## src/rtl/gnr_pkg.sv

```systemverilog
// rtl/gnr_pkg.sv - shared types and defaults for the GNR attractor controller
package gnr_pkg;

   localparam int N_NODES_DEF = 188;
   localparam int CNT_W_DEF   = 32;

   typedef enum logic [2:0] {
      IDLE,
      INIT,
      F_STEP,
      F_CHK,
      P_STEP,
      P_CHK,
      DONE
   } gnr_state_t;

   typedef struct packed {
      logic [CNT_W_DEF-1:0]   detect_steps;
      logic [CNT_W_DEF-1:0]   period;
      logic [N_NODES_DEF-1:0] attractor;
      logic                   timeout;
   } gnr_result_t;

endpackage

```

## src/rtl/gnr_vec_cmp.sv

```systemverilog
// rtl/gnr_vec_cmp.sv - combinational full-width equality compare of two state vectors
module gnr_vec_cmp #(
   parameter int W = 188
) (
   input  logic [W-1:0] a_i,
   input  logic [W-1:0] b_i,
   output logic         eq_o
);

   assign eq_o = (a_i == b_i);

endmodule

```

## src/rtl/gnr_attractor_ctrl.sv

```systemverilog
// rtl/gnr_attractor_ctrl.sv - Floyd cycle-detection run controller for a GNR node array
module gnr_attractor_ctrl
   import gnr_pkg::*;
#(
   parameter int N_NODES   = N_NODES_DEF,
   parameter int CNT_W     = CNT_W_DEF,
   parameter int MAX_STEPS = 2**20
) (
   input  logic               clk,
   input  logic               rst,
   input  logic               start,
   input  logic [N_NODES-1:0] init_vec,
   output logic               reset_nos,
   output logic [N_NODES-1:0] init_state,
   output logic               start_s0,
   output logic               start_s1,
   input  logic [N_NODES-1:0] s0_vec,
   input  logic [N_NODES-1:0] s1_vec,
   output logic               busy,
   output logic               result_valid,
   input  logic               result_ack,
   output logic [CNT_W-1:0]   detect_steps,
   output logic [CNT_W-1:0]   period,
   output logic [N_NODES-1:0] attractor,
   output logic               timeout
);

   localparam int                KW     = CNT_W + 1;
   localparam logic [CNT_W-1:0]  MAX_K  = CNT_W'(MAX_STEPS);
   localparam logic [CNT_W:0]    MAX_KP = KW'(MAX_STEPS);

   gnr_state_t         state_q;
   logic [N_NODES-1:0] init_q, attr_q;
   logic [CNT_W-1:0]   k_q, p_q, det_q, per_q;
   logic [CNT_W-1:0]   k_d, p_d;
   logic [CNT_W:0]     kp_sum;
   logic               busy_q, valid_q, tmo_q, rnos_q, s0_q, s1_q;
   logic               tort_eq, hare_eq;

   gnr_vec_cmp #(.W(N_NODES)) u_cmp_tort (.a_i(s0_vec), .b_i(s1_vec), .eq_o(tort_eq));
   gnr_vec_cmp #(.W(N_NODES)) u_cmp_hare (.a_i(s1_vec), .b_i(attr_q), .eq_o(hare_eq));

   // Step counters stick at all-ones instead of wrapping.
   assign k_d    = (&k_q) ? k_q : k_q + CNT_W'(1);
   assign p_d    = (&p_q) ? p_q : p_q + CNT_W'(1);
   assign kp_sum = {1'b0, k_q} + {1'b0, p_q};

   always_ff @(posedge clk) begin
      if (rst) begin
         state_q <= IDLE;
         init_q  <= '0;
         attr_q  <= '0;
         k_q     <= '0;
         p_q     <= '0;
         det_q   <= '0;
         per_q   <= '0;
         busy_q  <= 1'b0;
         valid_q <= 1'b0;
         tmo_q   <= 1'b0;
         rnos_q  <= 1'b0;
         s0_q    <= 1'b0;
         s1_q    <= 1'b0;
      end else begin
         // Strobes are one-cycle pulses, raised on the transition into their state.
         rnos_q <= 1'b0;
         s0_q   <= 1'b0;
         s1_q   <= 1'b0;
         case (state_q)
            IDLE: begin
               if (start) begin
                  init_q  <= init_vec;
                  busy_q  <= 1'b1;
                  k_q     <= '0;
                  p_q     <= '0;
                  tmo_q   <= 1'b0;
                  rnos_q  <= 1'b1;
                  state_q <= INIT;
               end
            end
            INIT: begin
               s0_q    <= 1'b1;
               s1_q    <= 1'b1;
               state_q <= F_STEP;
            end
            F_STEP: begin
               k_q     <= k_d;
               state_q <= F_CHK;
            end
            F_CHK: begin
               if (!k_q[0] && tort_eq) begin
                  attr_q  <= s1_vec;
                  det_q   <= k_q;
                  s1_q    <= 1'b1;
                  state_q <= P_STEP;
               end else if (k_q == MAX_K) begin
                  tmo_q   <= 1'b1;
                  det_q   <= k_q;
                  per_q   <= '0;
                  valid_q <= 1'b1;
                  state_q <= DONE;
               end else begin
                  s0_q    <= 1'b1;
                  s1_q    <= 1'b1;
                  state_q <= F_STEP;
               end
            end
            P_STEP: begin
               p_q     <= p_d;
               state_q <= P_CHK;
            end
            P_CHK: begin
               if (hare_eq) begin
                  per_q   <= p_q;
                  valid_q <= 1'b1;
                  state_q <= DONE;
               end else if (kp_sum == MAX_KP) begin
                  tmo_q   <= 1'b1;
                  per_q   <= '0;
                  valid_q <= 1'b1;
                  state_q <= DONE;
               end else begin
                  s1_q    <= 1'b1;
                  state_q <= P_STEP;
               end
            end
            DONE: begin
               if (result_ack) begin
                  valid_q <= 1'b0;
                  busy_q  <= 1'b0;
                  state_q <= IDLE;
               end
            end
            default: state_q <= IDLE;
         endcase
      end
   end

   assign reset_nos    = rnos_q;
   assign init_state   = init_q;
   assign start_s0     = s0_q;
   assign start_s1     = s1_q;
   assign busy         = busy_q;
   assign result_valid = valid_q;
   assign detect_steps = det_q;
   assign period       = per_q;
   assign attractor    = attr_q;
   assign timeout      = tmo_q;

endmodule

```

## config.mk

```make
export PLATFORM = sky130hd
export DESIGN_NAME = gnr_attractor_ctrl
export DESIGN_NICKNAME = d
export VERILOG_FILES = /design/src/rtl/gnr_pkg.sv /design/src/rtl/gnr_vec_cmp.sv /design/src/rtl/gnr_attractor_ctrl.sv
export SDC_FILE = /design/constraint.sdc
export NUM_CORES = 1
export LEC_CHECK = 0
export ABC_CLOCK_PERIOD_IN_PS = 11200
export CORE_AREA = 2 2 395 397
export DETAILED_ROUTE_END_ITERATION = 6
export DIE_AREA = 0 0 397 399
export PLACE_DENSITY_LB_ADDON = 0.3
export SYNTH_ARGS = -nofsm -noshare
export SYNTH_HDL_FRONTEND = slang
export SYNTH_SLANG_ARGS = --single-unit
```

## constraint.sdc

```tcl
create_clock -name clk -period 11.2 [get_ports clk]
set_clock_uncertainty 0.1 [all_clocks]
set_input_delay 2.24 -clock clk [delete_from_list [all_inputs] [get_ports clk]]
set_output_delay 2.24 -clock clk [all_outputs]
set_load 0.005 [all_outputs]
```

### Yosys cells after proc, flatten, opt, wreduce, memory -nomap -nowiden

Cells that the tools add are included.

| word-level totals | value |
|---|---|
| flip-flop bits (word level) | 513 |
| latch bits | 0 |
| RAM bits | 0 |
| ROM bits | 0 |
| input port bits | 568 |
| output and inout port bits | 446 |
| word-level logic and storage cells | 97 |
| memories kept | 0 |

| cells by class | value |
|---|---|
| $add $sub $neg | 3 |
| multiply operators | 0 |
| div/mod/pow operators | 0 |
| order comparisons | 0 |
| equality and inequality tests | 19 |
| shift-type cells | 0 |
| muxes and demuxes | 38 |
| bitwise operators | 1 |
| reduce and logical (&&, ||, !) cells | 23 |

Operators by type and width:

| operator | count |
|---|---|
| 188-bit == test | 2 |
| 32-bit 2-to-1 mux | 9 |
| 32-bit one-hot mux with 2 select lines | 3 |
| 32-bit by 1-bit adder with 32-bit output, second input constant | 2 |
| 32-bit AND reduction | 2 |
| 32-bit by 32-bit adder with 33-bit output | 1 |
| 33-bit by 21-bit == test with 1-bit output, second input constant | 1 |
| 32-bit by 21-bit == test with 1-bit output, second input constant | 1 |
| 3-bit one-hot mux with 7 select lines | 1 |
| 2-bit != test, second input constant | 8 |
| 1-bit 2-to-1 mux | 14 |
| 3-bit 2-to-1 mux | 4 |
| 2-bit nonzero test | 5 |
| 3-bit == test, second input constant | 3 |
| 1-bit one-hot mux with 3 select lines | 3 |
| 3-bit AND reduction | 3 |
| 2-bit AND reduction | 4 |
| 3-bit by 2-bit == test with 1-bit output, second input constant | 2 |
| 6-bit AND reduction | 1 |
| 3-bit nonzero test | 2 |
| 5-bit AND reduction | 1 |
| 2-bit 2-to-1 mux | 2 |
| 1-bit one-hot mux with 2 select lines | 2 |
| 4-bit AND reduction | 1 |
| 7 further kinds | 7 |

### Logic depth before layout (Yosys ltp)

| logic depth | value |
|---|---|
| word-level depth | 5 |
| depth in mapped cells | 12 |

### Modules after synthesis

A second synthesis with hierarchy kept.

| second synthesis, totals | value |
|---|---|
| cells, all modules | 3126 |
| area, all modules | 24557.3 um^2 |

By module, submodules not included:

| module | instances | cells each | area an instance (um^2) |
|---|---|---|---|
| gnr_attractor_ctrl | 1 | 2584 | 20325.7 |
| gnr_vec_cmp | 2 | 271 | 2115.8 |

### Worst setup path before layout

OpenSTA, ideal clock, no wires.

| path | value |
|---|---|
| path kind | input to register |
| start | input s0_vec[150] |
| end | register attr_q[167], in the netlist attractor[167] |
| setup time | 128 ps |
| arrival time | 4688 ps |
| path slack | 6285 ps |
| stages on the path | 12 |
| buffers on the path | 4 |
| cells stage by stage | nor2b_1 > a2111o_1 > nor4_1 > nand4_1 > or4_1 > clkbuf_1 > nor4_1 > buf_2 > buf_4 > buf_6 > mux2i_1 > nor2_1 |

| on the way | value |
|---|---|
| word-level cells in the longest chain between the ends | 3 |

RTL lines:

| item | RTL line | text |
|---|---|---|
| from (decl) | gnr_attractor_ctrl.sv:17 | `input logic [N_NODES-1:0] s0_vec,` |
| 188-bit == test | gnr_vec_cmp.sv:10 | `assign eq_o = (a_i == b_i);` |
| 1-bit logical AND | gnr_attractor_ctrl.sv:90 | `if (!k_q[0] && tort_eq) begin` |
| 2-bit AND reduction (no line) | - |  |
| to (signal assigned) | gnr_attractor_ctrl.sv:91 | `attr_q <= s1_vec;` |
| to (decl) | gnr_attractor_ctrl.sv:33 | `logic [N_NODES-1:0] init_q, attr_q;` |

Every way passes these cells.
A chain may end at the register's enable or synchronous reset.

### Worst setup path after layout

| path | value |
|---|---|
| start | input s1_vec[70] |
| end | register attr_q[172], in the netlist attractor[172] |

| on the way | value |
|---|---|
| word-level cells in the longest chain between the ends | 3 |

RTL lines:

| item | RTL line | text |
|---|---|---|
| from (decl) | gnr_attractor_ctrl.sv:18 | `input logic [N_NODES-1:0] s1_vec,` |
| 188-bit == test | gnr_vec_cmp.sv:10 |  |
| 1-bit logical AND | gnr_attractor_ctrl.sv:90 |  |
| 2-bit AND reduction (no line) | - |  |

Every way passes these cells.

==> summary.md <==
| Metric | Value |
|---|---|
| Status | `finished clean` |
| CP max FO | `120` |
| Die width | `397 um` |
| Clock latency on the worst-skew pair | `0.70 ns` |
| Height of the die | `399 um` |
| Area of the multi-input gates | `14000 um2` |
| Largest net degree at the start of global routing | `121` |
| Layout Utilization | `26.1%` |
| Drt first-iter violations | `1775` |
| CTS Buffer Depth | `3` |
| Syn avg cell area | `8.45 um2` |
| Max_slew headroom | `13.0%` |
| Initial Util | `16.4%` |
| Total power | `5020 uW` |
| Startpoint Class | `input port` |
| Seq pwr share | `37.7%` |
| First-pass GRT wire length | `220 mm` |
| Combinational share of power | `13.5%` |
| DR vias | `26500` |
| Full die area | `158000 um2` |
| Async SR Flop Fraction | `0%` |
| Drt drc | `0` |
| Max-Cap Viols | `0` |
| Ys Warns | `0` |
| Final setup viols | `0` |
| WHS | `0.352 ns` |
| CTS tree | `yes` |
| Slew Limit Fails | `0` |
| Endpoints failing hold | `0` |
| Share of layout cells above drive strength 1 | `4.45%` |
| Layout Nets | `4547` |
| Clk root buf | `clkbuf_16` |
| Clock sink count | `513` |
| H-tree Lvls | `3` |
| Drt first pass iters | `5` |
| Net Switching | `1360 uW` |
| Antenna-violating nets left | `0` |
| Leakage | `0.0139 uW` |
| Worst-margin pin slew | `1.30 ns` |
| Crit-path max cell delay | `0.85 ns` |
| Clk pwr share | `48.8%` |
| Reg clk slew, reported paths | `0.05 ns` |
| Global router's overall resource usage | `20.1%` |
| Grt ovf | `0` |
| Most frequent cells in the layout | `1012 x clkdlybuf4s50_1, 513 x dfxtp_1, 480 x nand2_1` |
| Initial antenna violation count | `95` |
| CTS Buf Count | `71` |
| Synth Flop Type | `dfxtp_1` |
| Post-Syn Area | `25200 um2` |
| Max Freq | `140 MHz` |
| Syn nets | `3588` |
| #FFs+latches synth | `513` |
| Drt wl/cell | `27.4 um` |
| Arr. time, crit path | `7.55 ns` |
| Critical Path RT | `11.63 ns` |
| Crit path top cell by count | `nand4_1` |
| Fillers | `16800` |
| Sw frac | `27.2%` |
| Most common cell after layout, fill and taps aside | `clkdlybuf4s50_1` |
| Area Overhead vs Synth | `59.0%` |
| Kind of critical path | `input port to flop` |
| Crit share post-route | `63.6%` |
| Post-synth EDFFs | `0` |
| Power Internal | `3660 uW` |
| Cells along the critical path | `clkdlybuf4s50_1, xnor2_1, nand4_1, nor4_1, nand4_1, or4_1, nor4_2, buf_4, buf_12, mux2i_1, nor2_1` |
| I/O pins | `1014` |
| PD cells | `125 nW/um2` |
| Mapped Cells | `2984` |
| Max VDD drop | `0.0000983 V` |
| Setup bufs post-CTS | `0` |
| Worst setup EP type | `flop` |
| Register area | `10300 um2` |
| Post-CTS sizing | `0` |
| Crit path time final | `7.12 ns` |
| RD Place Congestion | `0.942` |
| Count of buffers from port buffering | `1013` |
| Vias per cell | `4.36` |
| Unique masters post-synth | `73` |
| Slowest-stage cell, CP | `or4_1` |
| Vias in the first global route | `25600` |
| RSZ-0062 raised after global routing | `no` |
| FP Rows | `144` |
| Sequential area share after synthesis | `40.7%` |
| Core area | `154000 um2` |
| Setup TNS Final | `0 ns` |
| Cts hold-fix bufs | `0` |
| Total Wirelength | `167 mm` |
| Tightest Hold Check Type | `flop to flop` |
| DP Wirelength | `139 mm` |
## final timing paths
check / startpoint / endpoint / slack (ns) / cells after the start
worst max-delay path: s1_vec[70] / attractor[172] / 4.08 / 11
worst min-delay path: init_state[109] / init_state[109] / 0.35 / 2
worst max register to register: k_q[0] / attractor[172] / 5.84 / 10
worst min register to register: init_state[109] / init_state[109] / 0.35 / 2
## synth_stat cells (all sizes together), types with 9 or more instances
cell	number	area share, %
dfxtp	513	41
and2	11	0.28
mux2i	192	7.6
nor4	67	1.7
nor2	282	4.2
a32o	32	1.3
or2	10	0.25
nand4	82	2.0
nor3	18	0.36
xor2	172	6.0
nand2b	28	0.69
o21a	13	0.39
a211oi	9	0.27
ha	35	1.7
xnor2	164	5.7
a2111oi	10	0.37
nand2	480	7.1
a21oi	276	5.5
inv	72	1.1
nor2b	60	1.5
a2111o	19	0.85
o22ai	24	0.60
clkbuf	132	2.0
o21ai	42	0.85
nand3	68	1.3
or3	20	0.50
buf	28	0.95
o2111ai	13	0.45
a21o	15	0.45
## cells by family (layout without fill, tap and decap cells)
family,count (synthesis),in the layout,synth area share [%]
adder cells (fa/ha/maj),36,36,1.82
buffers and inverters,233,1250,4.00
flip-flops,513,513,40.7
AO/OA/AOI/OAI,516,516,13.2
multiplexers,193,193,7.66
XOR/XNOR,336,336,11.7
other,0,31,0
AND/OR/NAND/NOR,1157,1157,20.9
## registers in the layout, indices dropped and copies added, names as in the netlist
register / flops
p_q: 32
busy: 1
detect_steps: 32
start_s1: 1
period: 32
reset_nos: 1
k_q: 32
result_valid: 1
attractor: 188
timeout: 1
init_state: 188
state_q: 3
start_s0: 1
## power groups by stage
stage	Combinational (uW)	Sequential [uW]	Clock, uW
6_report	677	1890	2450
4_1_cts	685	1890	2530
3_5_place_dp	682	1930	0
5_1_grt	718	1900	2590
2_1_floorplan	192	1930	0
3_3_place_gp	683	1930	0
## per-stage QoR
step	setup slack, ns	cells	area, um2
after floorplan	6.28	2984	25200
after global placement	3.20	5914	37500
after detailed placement	3.18	5914	37500
after CTS	3.92	6045	40000
after global routing	3.75	6062	40100
final	4.08	6076	40100
## per-layer routing
| metal | global-route usage (%) | part of all wire [%] | up-vias |
|---|---|---|---|
| li1 | - | - | 12300 |
| met1 | 23.9 | 40 | 12800 |
| met2 | 34.1 | 49 | 1007 |
| met3 | 5.53 | 7.1 | 309 |
| met4 | 8.17 | 4.2 | 30 |
| met5 | 0 | 0.11 | - |
## critical path: cells and delay by family
family        cells  cell delay, ns
xor+xnor          1            0.62
buf+inv           3            1.17
simple gates      6            2.73
mux               1            0.28
## final cells by class
class	count	area share [%]
Sequential cell	513	25.6
Clock buffer	107	5.32
Timing Repair Buffer	1046	25.9
Antenna cell	31	0.193
Clock inverter	24	0.967
Multi-Input combinational cell	2238	34.9
Inverter	73	0.683
Tap cell	2044	6.38
(Power assumes the default switching activity.)
==> edit: new RTL, same flow settings <==
Put one more register stage on the output `timeout`, with the module's reset. The value now appears one clock later. The other outputs are not delayed to match.
--- a/src/rtl/gnr_attractor_ctrl.sv
+++ b/src/rtl/gnr_attractor_ctrl.sv
@@ -146,3 +146,9 @@
    assign attractor    = attr_q;
-   assign timeout      = tmo_q;
+   always_ff @(posedge clk) begin
+      if (rst) begin
+         timeout <= '0;
+      end else begin
+         timeout <= tmo_q;
+      end
+   end
 
Function: not settled (the Yosys comparison gave no result); the edit may change what the design does.
==> edit against the unedited design <==
Non-clock buffer count fell by 11; fmax rose by 7.7%; sequential cell count rose by 1; highest routed layer unchanged; core utilization rose by 0.055 points; final area rose by 0.21%; synthesized area rose by 1.1%; routed wire length rose by 0.45%; worst setup slack improved by 510 ps; critical path depth rose by 1; total power fell by 3.3%; count of clock-buffer cells in the layout fell by 4.
==> edit: results (changes against the unedited design) <==
* Final wirelength at 167000 um (about the same)
* Final nets at 4572 (was 4547)
* Final hold slack at 352 ps (about the same)
* Routability congestion estimate at 0.938 (was 0.942)
* Hold EP: init_state[63] (was init_state[109])
* Worst slew margin at 8.21% (was 13.0%)
* Wl on met1 at 67100 um (was 66400 um)
* Total CTS buffers at 70 (was 71)
* Slowest cell on crit path: nor4_1 (was or4_1)
* Post-synth ARST share at 0% (unchanged)
* Total GRT Usage at 20.2% (was 20.1%)
* Sequential area share after synthesis at 40.4% (was 40.7%)
* Top cells by area, synth: dfxtp_1, mux2i_1, nand2_1 (unchanged)
* 1st-iter DRT viols at 1958 (was 1775)
* Initial antenna violation count at 119 (was 95)
* Vias in the first global route at 25400 (was 25600)
* Post-DP HPWL at 139000 um (about the same)
* Pin count of the biggest net entering global routing at 187 (was 121)
* R2R depth at 12 (was 10)
* Drt pass-1 iters at 5 (unchanged)
* Mapped Cells at 3017 (was 2984)
* Switch share at 27.3% (was 27.2%)
* Post-CTS Setup Repair Bufs at 0 (unchanged)
* FILL cells at 16700 (was 16800)
* First-pass GRT wire length at 221000 um (was 220000 um)
* End of the critical path: period[21] (was attractor[172])
* Syn Nets at 3621 (was 3588)
* Dpl cells at 5940 (was 5914)
* Post-CTS Resized at 0 (unchanged)
* R2r endpoint: period[1] (was attractor[172])
* Hold path start: init_state[63] (was init_state[109])
* Top post-synthesis cells by count: dfxtp_1, nand2_1, nor2_1 (unchanged)
* Routed len/inst at 27.4 um (about the same)
* Crit path DAT at 7080 ps (was 7550 ps)
* Metal2 WL at 81600 um (was 81200 um)
* Status: finished, final reports clean (unchanged)
* Post-DR vias/cell at 4.37 (was 4.36)
* DR WL met3 at 12500 um (was 11900 um)
* Worst-path fanout max at 33 (was 120)
* Root Buffer: clkbuf_16 (unchanged)
* Reg2reg setup slack at 6120 ps (was 5840 ps)
* Worst VDD drop at 0.108 mV (was 0.0983 mV)
* ANT nets after route at 0 (unchanged)
* Share of layout cells above drive strength 1 at 4.75% (was 4.45%)
* Largest stage delay on the critical path at 990 ps (was 850 ps)
* Netlist cell types at 82 (was 73)
* P_leak at 13.8 nW (was 13.9 nW)
* CP startpoint: s1_vec[139] (was s1_vec[70])
* CTS H-tree depth at 3 (unchanged)
* Clk_lat worst skew at 680 ps (was 700 ps)
==> edit: power groups by stage <==
stage               clock network, W  logic, W  registers, W
finish                       0.00229  0.000672       0.00190
CTS                          0.00236  0.000676       0.00189
detailed placement                 0  0.000673       0.00193
floorplan                          0  0.000192       0.00194
global placement                   0  0.000673       0.00193
global route                 0.00243  0.000709       0.00190
==> edit: cells by family (layout without fill, tap and decap cells) <==
| family | after synthesis | count (layout) | share of synthesized area [%] |
|---|---|---|---|
| AND/OR/NAND/NOR | 1171 | 1171 | 21.4 |
| flip-flops | 514 | 514 | 40.4 |
| multiplexers | 224 | 224 | 8.79 |
| XOR/XNOR | 328 | 328 | 11.3 |
| AO/OA/AOI/OAI | 478 | 478 | 12.2 |
| adder cells (fa/ha/maj) | 36 | 36 | 1.80 |
| buffers and inverters | 266 | 1272 | 4.18 |
| other | 0 | 35 | 0 |
==> edit: metrics by stage <==
| stage | instance area, sq um | setup slack [ps] |
|---|---|---|
| floorplan | 25500 | 6410 |
| global placement | 37800 | 4190 |
| detailed placement | 37800 | 4150 |
| CTS | 40100 | 4850 |
| global route | 40200 | 4540 |
| finish | 40200 | 4590 |
==> edit: area by class of cell <==
class                      instances  area [sq um]  area share, %
antenna                           35          87.6          0.218
clock buffer                     103          2050           5.09
clock inverter                    24           244          0.607
inverter                         110           413           1.03
multi-input combinational       2237         14200           35.3
sequential                       514         10300           25.6
tap                             2044          2560           6.36
timing repair buffer            1035         10400           25.8
==> edit: per-layer routing <==
| layer | vias to the layer above | global-route usage [%] |
|---|---|---|
| met5 | - | 0 |
| met4 | 22 | 7.33 |
| met3 | 323 | 5.90 |
| met2 | 1154 | 34.4 |
| met1 | 12900 | 24.1 |
| li1 | 12300 | - |
